[src/rtl/fft_corr_job_scheduler_pkg.sv]
// Shared types for the FFT correlation job scheduler.
// States, job descriptor and status word layouts.
package fft_corr_pkg;

  localparam int JOB_W  = 30;
  localparam int STAT_W = 32;
  localparam int LEN_W  = 13;

  typedef enum logic [2:0] {
    S_IDLE,
    S_CHECK,
    S_LAUNCH,
    S_WAIT_BUSY,
    S_RUN,
    S_DONE
  } state_t;

  typedef struct packed {
    logic [3:0]       shift;
    logic [LEN_W-1:0] n2;
    logic [LEN_W-1:0] n1;
  } job_t;

  typedef struct packed {
    logic [6:0]       rsvd;
    logic [LEN_W-1:0] beats;
    logic             timeout;
    logic             len_err;
    logic             invalid;
    logic             overflow;
    logic [7:0]       job_id;
  } stat_t;

endpackage

[src/rtl/fft_corr_job_scheduler_if.sv]
// Valid/ready stream bundle used for job and status ports.
// Width set per instance.
interface fft_corr_if #(
  parameter int W = 32
) ();
  logic [W-1:0] tdata;
  logic         tvalid;
  logic         tready;

  modport master (output tdata, output tvalid, input tready);
  modport slave  (input tdata, input tvalid, output tready);
endinterface

[src/rtl/fft_corr_job_scheduler_fifo.sv]
// Job descriptor FIFO, first-word-fall-through read.
// DEPTH must be a power of two.
module fft_corr_job_fifo #(
  parameter int DEPTH = 4,
  parameter int W     = 30
) (
  input  logic         clk,
  input  logic         rst_n,
  input  logic         wr_en,
  input  logic [W-1:0] din,
  input  logic         rd_en,
  output logic [W-1:0] dout,
  output logic         full,
  output logic         empty
);
  localparam int AW = (DEPTH > 1) ? $clog2(DEPTH) : 1;

  logic [W-1:0]  mem [DEPTH];
  logic [AW-1:0] wp;
  logic [AW-1:0] rp;
  logic [AW:0]   cnt;
  logic          wr;
  logic          rd;

  assign wr    = wr_en && !full;
  assign rd    = rd_en && !empty;
  assign full  = (cnt == (AW+1)'(DEPTH));
  assign empty = (cnt == '0);
  assign dout  = mem[rp];

  always_ff @(posedge clk) begin
    if (wr) mem[wp] <= din;
  end

  always_ff @(posedge clk or negedge rst_n) begin
    if (!rst_n) begin
      wp  <= '0;
      rp  <= '0;
      cnt <= '0;
    end else begin
      if (wr) wp <= wp + AW'(1);
      if (rd) rp <= rp + AW'(1);
      cnt <= cnt + (AW+1)'(wr) - (AW+1)'(rd);
    end
  end
endmodule

[src/rtl/fft_corr_job_scheduler.sv]
// Sequences queued correlation jobs through the FFT core.
// Optional watchdog: define FFT_CORR_SCHED_TIMEOUT_EN.
module fft_corr_job_scheduler
  import fft_corr_pkg::*;
#(
  parameter int NFFT           = 256,
  parameter int JOB_DEPTH      = 4,
  parameter int TIMEOUT_CYCLES = 65535
) (
  input  logic             aclk,
  input  logic             aresetn,
  fft_corr_if.slave        job,
  output logic [LEN_W-1:0] core_N1,
  output logic [LEN_W-1:0] core_N2,
  output logic [3:0]       core_IFFT_Shift,
  output logic             core_start,
  input  logic             core_idle,
  input  logic             core_overflow,
  input  logic             corr_tvalid_mon,
  input  logic             corr_tready_mon,
  fft_corr_if.master       stat,
  output logic             busy
);
  state_t            state;
  job_t              job_q;
  job_t              fifo_dout;
  logic              fifo_full;
  logic              fifo_empty;
  logic              pop;
  logic [STAT_W-1:0] stat_q;
  logic              stat_v;
  stat_t             done_stat;
  stat_t             bad_stat;
  logic [7:0]        job_id;
  logic [LEN_W-1:0]  beats;
  logic [LEN_W-1:0]  beats_nx;
  logic              ovf;
  logic [LEN_W:0]    sum;
  logic [LEN_W:0]    len_exp;
  logic              job_ok;
  logic              run;
  logic              beat;
  logic              wd_hit;

  assign job.tready  = aresetn && !fifo_full;
  assign stat.tdata  = stat_q;
  assign stat.tvalid = stat_v;
  assign busy        = (state != S_IDLE) || !fifo_empty;
  assign pop = (state == S_IDLE) && !fifo_empty && core_idle;

  fft_corr_job_fifo #(
    .DEPTH (JOB_DEPTH),
    .W     (JOB_W)
  ) u_fifo (
    .clk   (aclk),
    .rst_n (aresetn),
    .wr_en (job.tvalid && job.tready),
    .din   (job.tdata),
    .rd_en (pop),
    .dout  (fifo_dout),
    .full  (fifo_full),
    .empty (fifo_empty)
  );

  assign sum     = {1'b0, job_q.n1} + {1'b0, job_q.n2};
  assign len_exp = sum - (LEN_W+1)'(1);
  assign job_ok  = (|job_q.n1) && (|job_q.n2) &&
                   (len_exp <= (LEN_W+1)'(NFFT));

  assign run  = (state == S_RUN);
  assign beat = corr_tvalid_mon && corr_tready_mon;
  assign beats_nx = (run && beat && !(&beats))
                  ? beats + LEN_W'(1) : beats;

`ifdef FFT_CORR_SCHED_TIMEOUT_EN
  logic [16:0] wd;

  // A beat in the limit cycle restarts the window instead of firing.
  assign wd_hit = (wd >= 17'(TIMEOUT_CYCLES - 1)) &&
                  ((state == S_WAIT_BUSY) || run) &&
                  !(run && beat);

  always_ff @(posedge aclk or negedge aresetn) begin
    if (!aresetn) begin
      wd <= '0;
    end else if (((state == S_WAIT_BUSY) || run) && !wd_hit) begin
      wd <= (run && beat) ? '0 : wd + 17'd1;
    end else begin
      wd <= '0;
    end
  end
`else
  logic unused_to;
  assign wd_hit    = 1'b0;
  assign unused_to = ^17'(TIMEOUT_CYCLES);
`endif

  always_comb begin
    done_stat          = '0;
    done_stat.beats    = beats_nx;
    done_stat.timeout  = wd_hit;
    done_stat.len_err  = ({1'b0, beats_nx} != len_exp);
    done_stat.overflow = ovf || (run && core_overflow);
    done_stat.job_id   = job_id;
  end

  always_comb begin
    bad_stat         = '0;
    bad_stat.invalid = 1'b1;
    bad_stat.job_id  = job_id;
  end

  always_ff @(posedge aclk or negedge aresetn) begin
    if (!aresetn) begin
      state           <= S_IDLE;
      job_q           <= '0;
      core_N1         <= '0;
      core_N2         <= '0;
      core_IFFT_Shift <= '0;
      core_start      <= 1'b0;
      stat_q          <= '0;
      stat_v          <= 1'b0;
      job_id          <= '0;
      beats           <= '0;
      ovf             <= 1'b0;
    end else begin
      unique case (state)
        S_IDLE: begin
          if (pop) begin
            job_q <= fifo_dout;
            state <= S_CHECK;
          end
        end
        S_CHECK: begin
          if (job_ok) begin
            core_N1         <= job_q.n1;
            core_N2         <= job_q.n2;
            core_IFFT_Shift <= job_q.shift;
            core_start      <= 1'b1;
            beats           <= '0;
            ovf             <= 1'b0;
            state           <= S_LAUNCH;
          end else begin
            stat_q <= bad_stat;
            stat_v <= 1'b1;
            state  <= S_DONE;
          end
        end
        S_LAUNCH: begin
          core_start <= 1'b0;
          state      <= S_WAIT_BUSY;
        end
        S_WAIT_BUSY: begin
          if (wd_hit) begin
            stat_q <= done_stat;
            stat_v <= 1'b1;
            state  <= S_DONE;
          end else if (!core_idle) begin
            state <= S_RUN;
          end
        end
        S_RUN: begin
          beats <= beats_nx;
          ovf   <= ovf || core_overflow;
          if (core_idle || wd_hit) begin
            stat_q <= done_stat;
            stat_v <= 1'b1;
            state  <= S_DONE;
          end
        end
        S_DONE: begin
          if (stat.tready) begin
            stat_v <= 1'b0;
            job_id <= job_id + 8'd1;
            state  <= S_IDLE;
          end
        end
        default: state <= S_IDLE;
      endcase
    end
  end
endmodule

[src/flat_wrapper.sv]
// flat-port wrapper written by rule: the top's interface ports become plain ports
module fft_corr_job_scheduler_flat import fft_corr_pkg::*;
#(
  parameter int NFFT           = 256,
  parameter int JOB_DEPTH      = 4,
  parameter int TIMEOUT_CYCLES = 65535
)
  (aclk, aresetn, core_N1, core_N2, core_IFFT_Shift, core_start, core_idle, core_overflow, corr_tvalid_mon, corr_tready_mon, busy, job_tdata, job_tvalid, job_tready, stat_tdata, stat_tvalid, stat_tready);
  fft_corr_if #(.W(JOB_W)) job_i ();
  fft_corr_if #(.W(STAT_W)) stat_i ();
  input  logic aclk;
  input  logic aresetn;
  output logic [LEN_W-1:0] core_N1;
  output logic [LEN_W-1:0] core_N2;
  output logic [3:0] core_IFFT_Shift;
  output logic core_start;
  input  logic core_idle;
  input  logic core_overflow;
  input  logic corr_tvalid_mon;
  input  logic corr_tready_mon;
  output logic busy;
  input wire logic [$bits(job_i.tdata)-1:0] job_tdata;
  input wire logic [$bits(job_i.tvalid)-1:0] job_tvalid;
  output wire logic [$bits(job_i.tready)-1:0] job_tready;
  output wire logic [$bits(stat_i.tdata)-1:0] stat_tdata;
  output wire logic [$bits(stat_i.tvalid)-1:0] stat_tvalid;
  input wire logic [$bits(stat_i.tready)-1:0] stat_tready;
  assign job_i.tdata = job_tdata;
  assign job_i.tvalid = job_tvalid;
  assign job_tready = job_i.tready;
  assign stat_tdata = stat_i.tdata;
  assign stat_tvalid = stat_i.tvalid;
  assign stat_i.tready = stat_tready;
  fft_corr_job_scheduler #(.NFFT(NFFT), .JOB_DEPTH(JOB_DEPTH), .TIMEOUT_CYCLES(TIMEOUT_CYCLES)) u_core (.aclk(aclk), .aresetn(aresetn), .job(job_i), .core_N1(core_N1), .core_N2(core_N2), .core_IFFT_Shift(core_IFFT_Shift), .core_start(core_start), .core_idle(core_idle), .core_overflow(core_overflow), .corr_tvalid_mon(corr_tvalid_mon), .corr_tready_mon(corr_tready_mon), .stat(stat_i), .busy(busy));
endmodule
[config.mk]
export PLATFORM = sky130hd
export DESIGN_NAME = fft_corr_job_scheduler_flat
export DESIGN_NICKNAME = d
export VERILOG_FILES = /design/src/rtl/fft_corr_job_scheduler_pkg.sv /design/src/rtl/fft_corr_job_scheduler_if.sv /design/src/rtl/fft_corr_job_scheduler_fifo.sv /design/src/rtl/fft_corr_job_scheduler.sv /design/src/flat_wrapper.sv
export SDC_FILE = /design/constraint.sdc
export NUM_CORES = 1
export LEC_CHECK = 0
export BUFFER_PORTS_ARGS = -buffer_cell sky130_fd_sc_hd__clkbuf_2
export CAP_MARGIN = 40
export CORE_ASPECT_RATIO = 1.5
export CORE_MARGIN = 2
export CORE_UTILIZATION = 45
export CTS_CLUSTER_SIZE = 30
export DETAILED_ROUTE_END_ITERATION = 8
export GPL_TIMING_DRIVEN = 0
export PLACE_DENSITY_LB_ADDON = 0.1
export RECOVER_POWER = 50
export SLEW_MARGIN = 0
export SYNTH_ARGS = -nofsm -noshare
export SYNTH_HDL_FRONTEND = slang
export SYNTH_SLANG_ARGS = --single-unit
[constraint.sdc]
create_clock -name aclk -period 4.95 [get_ports aclk]
set_clock_uncertainty 0.05 [all_clocks]
set_input_delay 0.99 -clock aclk [delete_from_list [all_inputs] [get_ports aclk]]
set_output_delay 0.99 -clock aclk [all_outputs]
set_load 0.03 [all_outputs]
==> reports/metrics.csv, run 1 <==
metric,value,unit
number_of_rows_created_at_floorplan,69,
run_status,"complete, but fails checks",
gp_congestion,0.871,
drtAntennaViolNets,0,
port-buffer-count,95,
synth_top_flop_cell,sky130_fd_sc_hd__edfxtp_1,
antenna_found_initial,0,
total_leakage_power,0.00507,uW
deepest_level_of_the_cts_h_tree,1,
drt_first_pass_iters,6,
num_vias,6373,
fmaxAchievable,233,MHz
fin_setup_tns,0,ns
start_util,45.4,%
regToRegSetupSlack,0.67,ns
combinationalPowerShare,45.7,%
share_of_async_settable_or_async_resettable_flops_after_synthesis,49.6,%
report.final.hold_viol_count,0,
timing.critical_path.fanout_max,10,
grt_pass1_wl,35.5,mm
netSwitchingPower,3230,uW
cts_inserted_buffers,23,
design.die.area,25000,sq um
clock_tree_from_tritoncts,built,
power-per-cell-area,687,nW/um^2
type_of_the_worst_min_delay_path,reg2reg,
cap_violations,1,
ys_top_cells_by_area,"sky130_fd_sc_hd__edfxtp_1 (34%), sky130_fd_sc_hd__dfrtp_1 (28%), sky130_fd_sc_hd__mux2_2 (6.8%)",
endpoint_kind,flip-flop,
path_class,reg2reg,
drtIter0Drc,260,
crit_buf_inv,4,
first_global_vias,6715,
clk_pin_slew_worst_paths,0.06,ns
period_needed,4.28,ns
clkSinkCount,238,
cp_slowest_cell,sky130_fd_sc_hd__a2111oi_4,
timing.final.max_slew_violations,96,
post-route-worst-setup-slack,0.666,ns
nets,950,
syn2layout_area_growth,16.4,%
hpwl,16.5,mm
core,23500,sq um
synth-edff-count,120,
die_h,193,microns
hold_path.startpoint,u_core.job_id[7]$_DFFE_PN0P_,
synth_largest_area_cell,sky130_fd_sc_hd__edfxtp_1,
drt_drc_violations_left,0,
netlist-cell-type-count,61,
wl_per_cell,18.7,microns
violations_in_the_final_reports,"capacitance limit, slew limit",
floorplan.io_pins,104,
seq_power_share,33.4,%
timing.critical_path.max_delay_family,compound AO/OA/AOI/OAI gates,
timing.critical_path.cells,"inv_1, ha_1, inv_1, ha_1, inv_1, fa_1, nand2b_1, a211o_1, a211oi_2, o21ai_0, a2111oi_4, nand3_2, nor2_4, buf_6, mux2_2",
min_period_over_period,86.5,%
cts.hold.buffers_added,0,
cts_resized,0,
average_cell_area_after_synthesis,14.4,sq um
crit_path_start,u_core.job_q[1]$_DFFE_PN0P_,
synthesis.area,10700,sq um
globalRouteOverflowTotal,0,
synth_largest_type_area_fraction,33.8,%
postSynthRegisterBits,238,
final.fill_count,2057,
vias_per_cell,5.26,
dpl_worst_slack,0.604,ns
ys_warn_count,0,
grt_setup_unrepaired,no,
post-cts-setup-buffers,0,
grt_max_degree,96,
max_slew.worst_pin.slew,2.47,ns
register_area_share_after_synthesis,61.5,%
power.ir.vdd_worst,356,uV
drive_above_1_share,24.5,%
groute.usage.overall,18.4,%
worst_r2r_startpoint,u_core.job_q[1]$_DFFE_PN0P_,
crit_top_cell,sky130_fd_sc_hd__inv_1,
clock_tree.buffer_depth,3,
wirelength,22.6,mm
cp_data_required_time,5.29,ns
swShare,37.9,%
fin_total_pwr,8520,uW
slowest_delay,0.51,ns
chipWidth,130,microns
p_int,5290,uW
clkLatencyLatePin,0.50,ns
clock_tree.root_cell,sky130_fd_sc_hd__clkbuf_16,
antennaDiodeCount,0,
count_of_mapped_cells_out_of_synthesis,742,
max_slew_margin,-64.7,%
pwr-share-clk,20.9,%
timing.critical_path.arrival,4.62,ns
report.final.setup_viol,0,
category_of_the_worst_setup_path_launch_point,flip-flop,
-- power by group through the flow --
stage | Clock (uW) | Combinational, uW | Sequential (uW)
global placement | 0 | 3790 | 2870
global route | 1900 | 4310 | 2890
CTS | 1830 | 3970 | 2850
finish | 1780 | 3900 | 2840
floorplan | 0 | 2910 | 2910
detailed placement | 0 | 3940 | 2890
-- cell usage in the layout (no fill, tap or decap), types with 7 or more instances in the layout --
cell,instances
sky130_fd_sc_hd__inv_1,66
sky130_fd_sc_hd__dfrtp_1,118
sky130_fd_sc_hd__o22ai_1,20
sky130_fd_sc_hd__a21oi_1,10
sky130_fd_sc_hd__clkbuf_16,23
sky130_fd_sc_hd__nand2_1,49
sky130_fd_sc_hd__edfxtp_1,120
sky130_fd_sc_hd__nor2_1,14
sky130_fd_sc_hd__o21ai_0,23
sky130_fd_sc_hd__nand4_1,9
sky130_fd_sc_hd__and3_1,7
sky130_fd_sc_hd__xor2_1,13
sky130_fd_sc_hd__clkinv_2,7
sky130_fd_sc_hd__conb_1,8
sky130_fd_sc_hd__nand3_1,17
sky130_fd_sc_hd__clkbuf_1,68
sky130_fd_sc_hd__xnor2_1,21
sky130_fd_sc_hd__mux2_2,64
sky130_fd_sc_hd__clkbuf_2,49
sky130_fd_sc_hd__mux4_2,30
sky130_fd_sc_hd__ha_1,33
sky130_fd_sc_hd__buf_4,8
-- cell usage after synthesis, types with 10 or more instances --
| master | instances |
|---|---|
| sky130_fd_sc_hd__xnor2_1 | 21 |
| sky130_fd_sc_hd__edfxtp_1 | 120 |
| sky130_fd_sc_hd__mux4_2 | 30 |
| sky130_fd_sc_hd__clkbuf_1 | 17 |
| sky130_fd_sc_hd__dfrtp_1 | 118 |
| sky130_fd_sc_hd__nand2_1 | 49 |
| sky130_fd_sc_hd__nor2_1 | 14 |
| sky130_fd_sc_hd__o21ai_0 | 23 |
| sky130_fd_sc_hd__xor2_1 | 13 |
| sky130_fd_sc_hd__inv_1 | 66 |
| sky130_fd_sc_hd__and3_1 | 11 |
| sky130_fd_sc_hd__mux2_2 | 64 |
| sky130_fd_sc_hd__nand3_1 | 17 |
| sky130_fd_sc_hd__o22ai_1 | 20 |
| sky130_fd_sc_hd__a21oi_1 | 10 |
| sky130_fd_sc_hd__ha_1 | 33 |
-- worst register-to-register path: cells and delay by family (launching register included) --
family / cells / cell delay [ns]
AO/OA/AOI/OAI: 4 / 1.31
multiplexers: 1 / 0.35
flip-flops: 1 / 0.43
buffers and inverters: 4 / 0.41
adder cells (fa/ha/maj): 3 / 0.85
AND/OR/NAND/NOR: 3 / 0.79
-- logic make-up after synthesis --
logic type                 synth area share [%]
DFF                                        61.5
adders and majority gates                  4.25
other                                    0.0352
xor gates and xnor gates                   3.65
buffers and inverters                      4.12
muxes                                      13.9
and+or+nand+nor                            7.04
AOI/OAI and AO/OA                          5.55
-- layout make-up --
class                      instances  area [sq um]  area share (%)
sequential                       238          6560            52.8
multi-input combinational        411          3700            29.8
inverter                          66           248            2.00
clock buffer                      29           628            5.06
timing repair buffer             103           547            4.41
clock inverter                    12           139            1.12
buffer                            34           191            1.54
tap                              319           399            3.22
-- metal layers --
metal	vias to the layer above	GRT usage [%]	share of wire, %	wire length (microns)
li1	2989	-	-	-
met1	3200	20.2	38	8600
met2	136	35.4	55	12500
met3	48	2.91	4.1	929
met4	0	6.00	2.9	653
met5	-	0	0	0
-- state kept, by name, summed over array words and instances (netlist names) --
signal	flops
u_core.ovf	1
u_core.job_id	8
u_core.u_fifo.cnt	3
u_core.core_start	1
u_core.core_N2	13
u_core.u_fifo.mem	120
u_core.state	3
u_core.core_IFFT_Shift	4
u_core.beats	13
u_core.job_q	30
u_core.stat.tdata	24
u_core.core_N1	13
u_core.u_fifo.wp	2
u_core.u_fifo.rp	2
u_core.stat.tvalid	1
-- worst paths after layout --
kind,to,cells past startpoint
min reg2reg,u_core.job_id[7]$_DFFE_PN0P_,1
max in group asynchronous,u_core.job_q[28]$_DFFE_PN0P_,2
min in group asynchronous,u_core.job_id[4]$_DFFE_PN0P_,1
max,u_core.core_N1[2]$_DFFE_PN0P_,15
min,u_core.job_id[7]$_DFFE_PN0P_,1
max reg2reg,u_core.core_N1[2]$_DFFE_PN0P_,15
-- through the flow --
stage | cell area, sq um | utilization [%] | instances | hold WS (ns)
global placement | 11600 | 49.3 | 1163 | 0.412
floorplan | 10700 | - | 749 | 0.392
detailed placement | 11700 | 50.0 | 1171 | 0.420
global route | 12400 | 52.8 | 1212 | 0.443
CTS | 12500 | 53.2 | 1212 | 0.293
finish | 12400 | 52.8 | 1212 | 0.425
(Power assumes the default switching activity.)
==> run 2, diff against run 1 <==
ABC_AREA = 1   (was unset)
==> reports/metrics.csv, run 2 <==
metric,value,unit
cp_data_required_time,5.28,ns
synth_xor_area_share,1.84,%
synthSimpleGateAreaFrac,16.6,%
fin_setup_tns,0,ns
report.final.setup_viol,0,
slowest_delay,0.40,ns
mostFrequentLayoutCells,"sky130_fd_sc_hd__nand2_1 (231), sky130_fd_sc_hd__inv_1 (148), sky130_fd_sc_hd__edfxtp_1 (120)",
endpoint_kind,flip-flop,
timing.final.max_slew_violations,0,
cts_inserted_buffers,24,
crit_buf_inv,6,
dpl.cell_count,1554,
antenna_found_initial,0,
grt_setup_unrepaired,no,
first_global_vias,7862,
power.ir.vdd_worst,434,uV
muxShareOfSynthArea,0,%
drtIter0Drc,342,
drtAntennaViolNets,0,
min_period_over_period,67.5,%
regToRegSetupSlack,1.61,ns
cts.hold.buffers_added,0,
floorplan.io_pins,104,
num_vias,7830,
clock_tree_from_tritoncts,built,
antennaDiodeCount,0,
clkLatencyLatePin,0.52,ns
start_util,46.0,%
synth_largest_area_cell,sky130_fd_sc_hd__edfxtp_1,
wirelength,25.8,mm
path_class,reg2reg,
worst_hold_slack,0.315,ns
nets,1334,
clkSinkCount,238,
globalRouteOverflowTotal,0,
drt_first_pass_iters,6,
critical_path.reg2reg.endpoint,u_core.core_N1[4]$_DFFE_PN0P_,
register_area_share_after_synthesis,59.9,%
synth_top_flop_cell,sky130_fd_sc_hd__edfxtp_1,
synthesis.area,11000,sq um
fin_total_pwr,9430,uW
count_of_mapped_cells_out_of_synthesis,1128,
clock_tree.buffer_depth,3,
finalNonFillerCells,1597,
timing.critical_path.arrival,3.67,ns
synth_fa_ha_area_share,4.14,%
hpwl,19.3,mm
synth_top_family_by_area,simple AND/OR/NAND/NOR gates,
port-buffer-count,95,
synth-edff-count,120,
run_status,completed,
deepest_level_of_the_cts_h_tree,1,
largest_reg_flops,120,
period_needed,3.34,ns
grt_max_degree,86,
chipWidth,131,microns
layout.cells.most_common,sky130_fd_sc_hd__nand2_1,
fmaxAchievable,299,MHz
ys_warn_count,0,
netlist-cell-type-count,36,
grt_pass1_wl,41.2,mm
syn2layout_area_growth,15.9,%
ys_top_cells_by_area,"sky130_fd_sc_hd__edfxtp_1 (33%), sky130_fd_sc_hd__dfrtp_1 (27%), sky130_fd_sc_hd__nand2_1 (7.9%)",
max_slew.worst_pin.slew,1.12,ns
vias_per_cell,4.90,
timing.critical_path.max_delay_family,simple AND/OR/NAND/NOR gates,
clock_tree.root_cell,sky130_fd_sc_hd__clkbuf_16,
report.final.hold_viol_count,0,
cts_resized,0,
gp_congestion,0.905,
postSynthRegisterBits,238,
clk_pin_slew_worst_paths,0.06,ns
cp_slowest_cell,sky130_fd_sc_hd__fa_1,
max_slew_margin,24.9,%
drive_above_1_share,10.4,%
synth-compound-area-share,10.0,%
worst_r2r_startpoint,u_core.job_q[14]$_DFFE_PN0P_,
die_h,195,microns
layout.cell_area.non_filler,12700,sq um
cap_violations,0,
synth_most_common_cell,sky130_fd_sc_hd__nand2_1,
number_of_rows_created_at_floorplan,69,
groute.usage.overall,20.3,%
drt_drc_violations_left,0,
design.die.area,25600,sq um
placement.cell_area,12000,sq um
power-per-cell-area,743,nW/um^2
crit_top_cell,sky130_fd_sc_hd__nand2_1,
reg2regPathDepth,20,
average_cell_area_after_synthesis,9.71,sq um
wl_per_cell,16.1,microns
category_of_the_worst_setup_path_launch_point,flip-flop,
synth_largest_type_area_fraction,32.9,%
total_leakage_power,0.00555,uW
share_of_async_settable_or_async_resettable_flops_after_synthesis,49.6,%
max_flop_register,u_core.u_fifo.mem,
type_of_the_worst_min_delay_path,in2async,
timing.critical_path.fanout_max,10,
yosys-top-cells-count,"sky130_fd_sc_hd__nand2_1 (231), sky130_fd_sc_hd__inv_1 (148), sky130_fd_sc_hd__edfxtp_1 (120), sky130_fd_sc_hd__dfrtp_1 (118), sky130_fd_sc_hd__o21ai_0 (116)",
post-cts-setup-buffers,0,
timing.critical_path.cells,"inv_1, ha_1, inv_1, ha_1, inv_1, fa_1, inv_1, nand3_1, nand2_2, nand2_1, nand2_1, nand2_1, nand2_1, nand3_1, a21boi_2, nand3_4, buf_6, buf_6, nand2_1, o21ai_1",
core,23800,sq um
==> run 2: cell type report <==
class / count / area (sq um)
fill: 2244 / 11100
inverter: 149 / 559
sequential: 238 / 6560
multi-input combinational: 701 / 3620
buffer: 47 / 268
timing repair buffer: 100 / 553
clock buffer: 28 / 637
clock inverter: 15 / 96.3
tap: 319 / 399
==> run 2: stage by stage <==
| stage | worst slack (ns) | util (%) |
|---|---|---|
| after floorplan | 0.983 | - |
| after global placement | -1.76 | 49.7 |
| after detailed placement | 1.26 | 50.5 |
| after CTS | 1.53 | 53.5 |
| after global routing | 1.29 | 53.3 |
| final | 1.61 | 53.3 |
==> run 2: where the power goes <==
part	leakage (uW)	internal (uW)	switching [uW]
sequential	0.00260	2620	283
clock	0.000357	967	729
combinational	0.00259	1560	3280
total	0.00555	5140	4290
==> run 2: how the worst max path moves through the flow <==
stage / to / slack (ns) / cells past startpoint / startpoint
6_report: u_core.core_N1[4]$_DFFE_PN0P_ / 1.61 / 20 / u_core.job_q[14]$_DFFE_PN0P_
5_1_grt: u_core.core_IFFT_Shift[0]$_DFFE_PN0P_ / 1.29 / 19 / u_core.job_q[14]$_DFFE_PN0P_
4_1_cts: u_core.core_N1[9]$_DFFE_PN0P_ / 1.53 / 19 / u_core.job_q[14]$_DFFE_PN0P_
3_5_place_dp: u_core.u_fifo.cnt[2]$_DFF_PN0_ / 1.26 / 10 / aresetn
3_3_place_gp: u_core.u_fifo.mem[2][20]$_DFFE_PP_ / -1.76 / 4 / aresetn
2_1_floorplan: u_core.u_fifo.mem[0][0]$_DFFE_PP_ / 0.98 / 3 / aresetn
==> run 2: metal layers <==
metal	up-vias	share of wire (%)	GRT usage, %	wire length (microns)
met5	-	0	0	0
met4	0	3.6	7.61	932
met3	42	3.2	2.52	825
met2	130	54	39.5	13800
met1	3689	39	22.5	10200
li1	3969	-	-	-
==> run 2: logic make-up after synthesis <==
kind of cell | Yosys count
fa+ha+maj | 35
flops | 238
other cells | 1
buf+inv | 196
compound gates | 202
simple gates | 433
xor+xnor | 23
==> run 3, diff against run 2 <==
clock period = 2.7 ns   (was 4.95 ns; I/O delays follow)
==> reports/metrics.csv, run 3 (synthesis gave the netlist of run 2 again) <==
metric,value,unit
power-per-cell-area,1440,nW/um^2
grt_setup_unrepaired,yes,
min_period_over_period,111,%
clock_tree_from_tritoncts,built,
category_of_the_worst_setup_path_launch_point,flip-flop,
start_util,46.0,%
clock_tree.buffer_depth,3,
core,23800,sq um
grt_use_met1,23.6,%
placement.cell_area,12000,sq um
clk_pin_slew_worst_paths,0.06,ns
grt_pass1_wl,42.4,mm
vias_per_cell,4.94,
layout.cells.most_common,sky130_fd_sc_hd__nand2_1,
clkSinkCount,238,
antennaDiodeCount,0,
timing.critical_path.cells,"inv_2, ha_4, inv_4, ha_4, inv_2, fa_2, inv_2, nand3_2, nand2_4, buf_4, xor2_2, nor2_2, nand3_2, a21boi_4, nand3_4, nand3_4, buf_8, o21ai_1",
timing.critical_path.fanout_max,10,
crit_top_cell,sky130_fd_sc_hd__inv_2,
max_flop_register,u_core.u_fifo.mem,
cap_violations,3,
timing.final.max_slew_violations,112,
drive_above_1_share,19.2,%
largest_reg_flops,120,
max_slew.worst_pin.slew,2.09,ns
slowest_delay,0.38,ns
clkLatencyLatePin,0.54,ns
fmaxAchievable,332,MHz
hpwl,19.1,mm
type_of_the_worst_min_delay_path,in2reg,
layout.cell_area.non_filler,13500,sq um
path_class,reg2reg,
groute.usage.overall,21.1,%
grt_most_used_layer,met2,
floorplan.io_pins,104,
syn2layout_area_growth,22.8,%
report.final.setup_viol,73,
max_slew_margin,-39.1,%
run_status,"complete, but fails checks",
cts_inserted_buffers,25,
post-route-worst-setup-slack,-0.308,ns
clock_tree.root_cell,sky130_fd_sc_hd__clkbuf_16,
mostFrequentLayoutCells,"sky130_fd_sc_hd__nand2_1 (202), sky130_fd_sc_hd__inv_1 (136), sky130_fd_sc_hd__edfxtp_1 (120)",
deepest_level_of_the_cts_h_tree,1,
gp_congestion,0.890,
wirelength,27.0,mm
violations_in_the_final_reports,"capacitance limit, slew limit, setup timing",
wl_per_cell,16.7,microns
fin_total_pwr,19400,uW
report.final.hold_viol_count,0,
globalRouteOverflowTotal,0,
number_of_rows_created_at_floorplan,69,
drt_drc_violations_left,0,
drtIter0Drc,329,
period_needed,3.01,ns
drtAntennaViolNets,0,
die_h,195,microns
first_global_vias,7964,
total_leakage_power,0.00587,uW
nets,1358,
endpoint_kind,flip-flop,
dpl_worst_slack,-0.583,ns
globalRouteMet2Util,40.6,%
power.ir.vdd_worst,604,uV
timing.critical_path.arrival,3.36,ns
drt_first_pass_iters,5,
chipWidth,131,microns
globalRouteMet3Util,2.57,%
cp_data_required_time,3.06,ns
antenna_found_initial,0,
design.die.area,25600,sq um
num_vias,8016,
cp_slowest_cell,sky130_fd_sc_hd__dfrtp_1,
port-buffer-count,95,
grt_max_degree,39,
-- run 3: routing by layer --
layer | routed length (microns) | part of all wire (%)
met1 | 10500 | 39
met2 | 14700 | 54
met3 | 966 | 3.6
met4 | 880 | 3.3
met5 | 0 | 0
-- run 3: report_power, final --
part	switching (uW)	total [uW]	internal, uW
registers	574	5370	4800
logic	6630	10400	3810
clock network	1430	3570	2140
total	8630	19400	10700
-- run 3: area by class of cell --
| cell class | instances | area [sq um] |
|---|---|---|
| fill | 2169 | 10400 |
| sequential | 238 | 6560 |
| multi-input combinational | 701 | 3950 |
| timing repair buffer | 123 | 792 |
| clock buffer | 31 | 668 |
| inverter | 149 | 562 |
| tap | 319 | 399 |
| buffer | 47 | 343 |
| clock inverter | 15 | 189 |
-- run 3: repair_timing --
action | in CTS | in global routing
resized for setup | 56 | 58
gates cloned | 4 | 0
endpoints found under the setup margin | 75 | 75
pin swaps | 14 | 16
hold endpoints to repair | 38 | 0
hold buffers | 5 | 0
setup buffers | 10 | 5
-- run 3: worst paths after layout --
path	start	end	slack, ns	cells after the start
setup / recovery	u_core.job_q[14]$_DFFE_PN0P_	u_core.stat.tdata[21]$_DFFE_PN0P_	-0.31	18
hold reg to reg	u_core.ovf$_DFFE_PN0P_	u_core.ovf$_DFFE_PN0P_	0.42	2
min in group asynchronous	aresetn	u_core.stat.tdata[2]$_DFFE_PN0P_	0.68	3
max in group asynchronous	aresetn	u_core.core_N2[10]$_DFFE_PN0P_	0.45	3
setup reg to reg	u_core.job_q[14]$_DFFE_PN0P_	u_core.stat.tdata[21]$_DFFE_PN0P_	-0.31	18
hold / removal	job_tdata[2]	u_core.u_fifo.mem[3][2]$_DFFE_PP_	0.21	1
-- run 3: worst max-delay path: cells and delay by family, from the launching register on --
family / cells / cell delay (ns)
xor gates and xnor gates: 1 / 0.08
adders and majority gates: 3 / 0.70
DFF: 1 / 0.38
AOI/OAI and AO/OA: 2 / 0.31
and+or+nand+nor: 6 / 0.78
buffers and inverters: 6 / 0.56
-- run 3: per-stage QoR --
stage	util, %	setup TNS (ns)	std cells	hold WS, ns
after floorplan	-	-0.0180	1135	0.194
after global placement	50.0	-398.02	1549	0.404
after detailed placement	50.5	-62.51	1554	0.405
after CTS	55.9	-21.10	1618	0.00227
after global routing	56.5	-25.48	1623	0.217
final	56.5	-18.74	1623	0.207
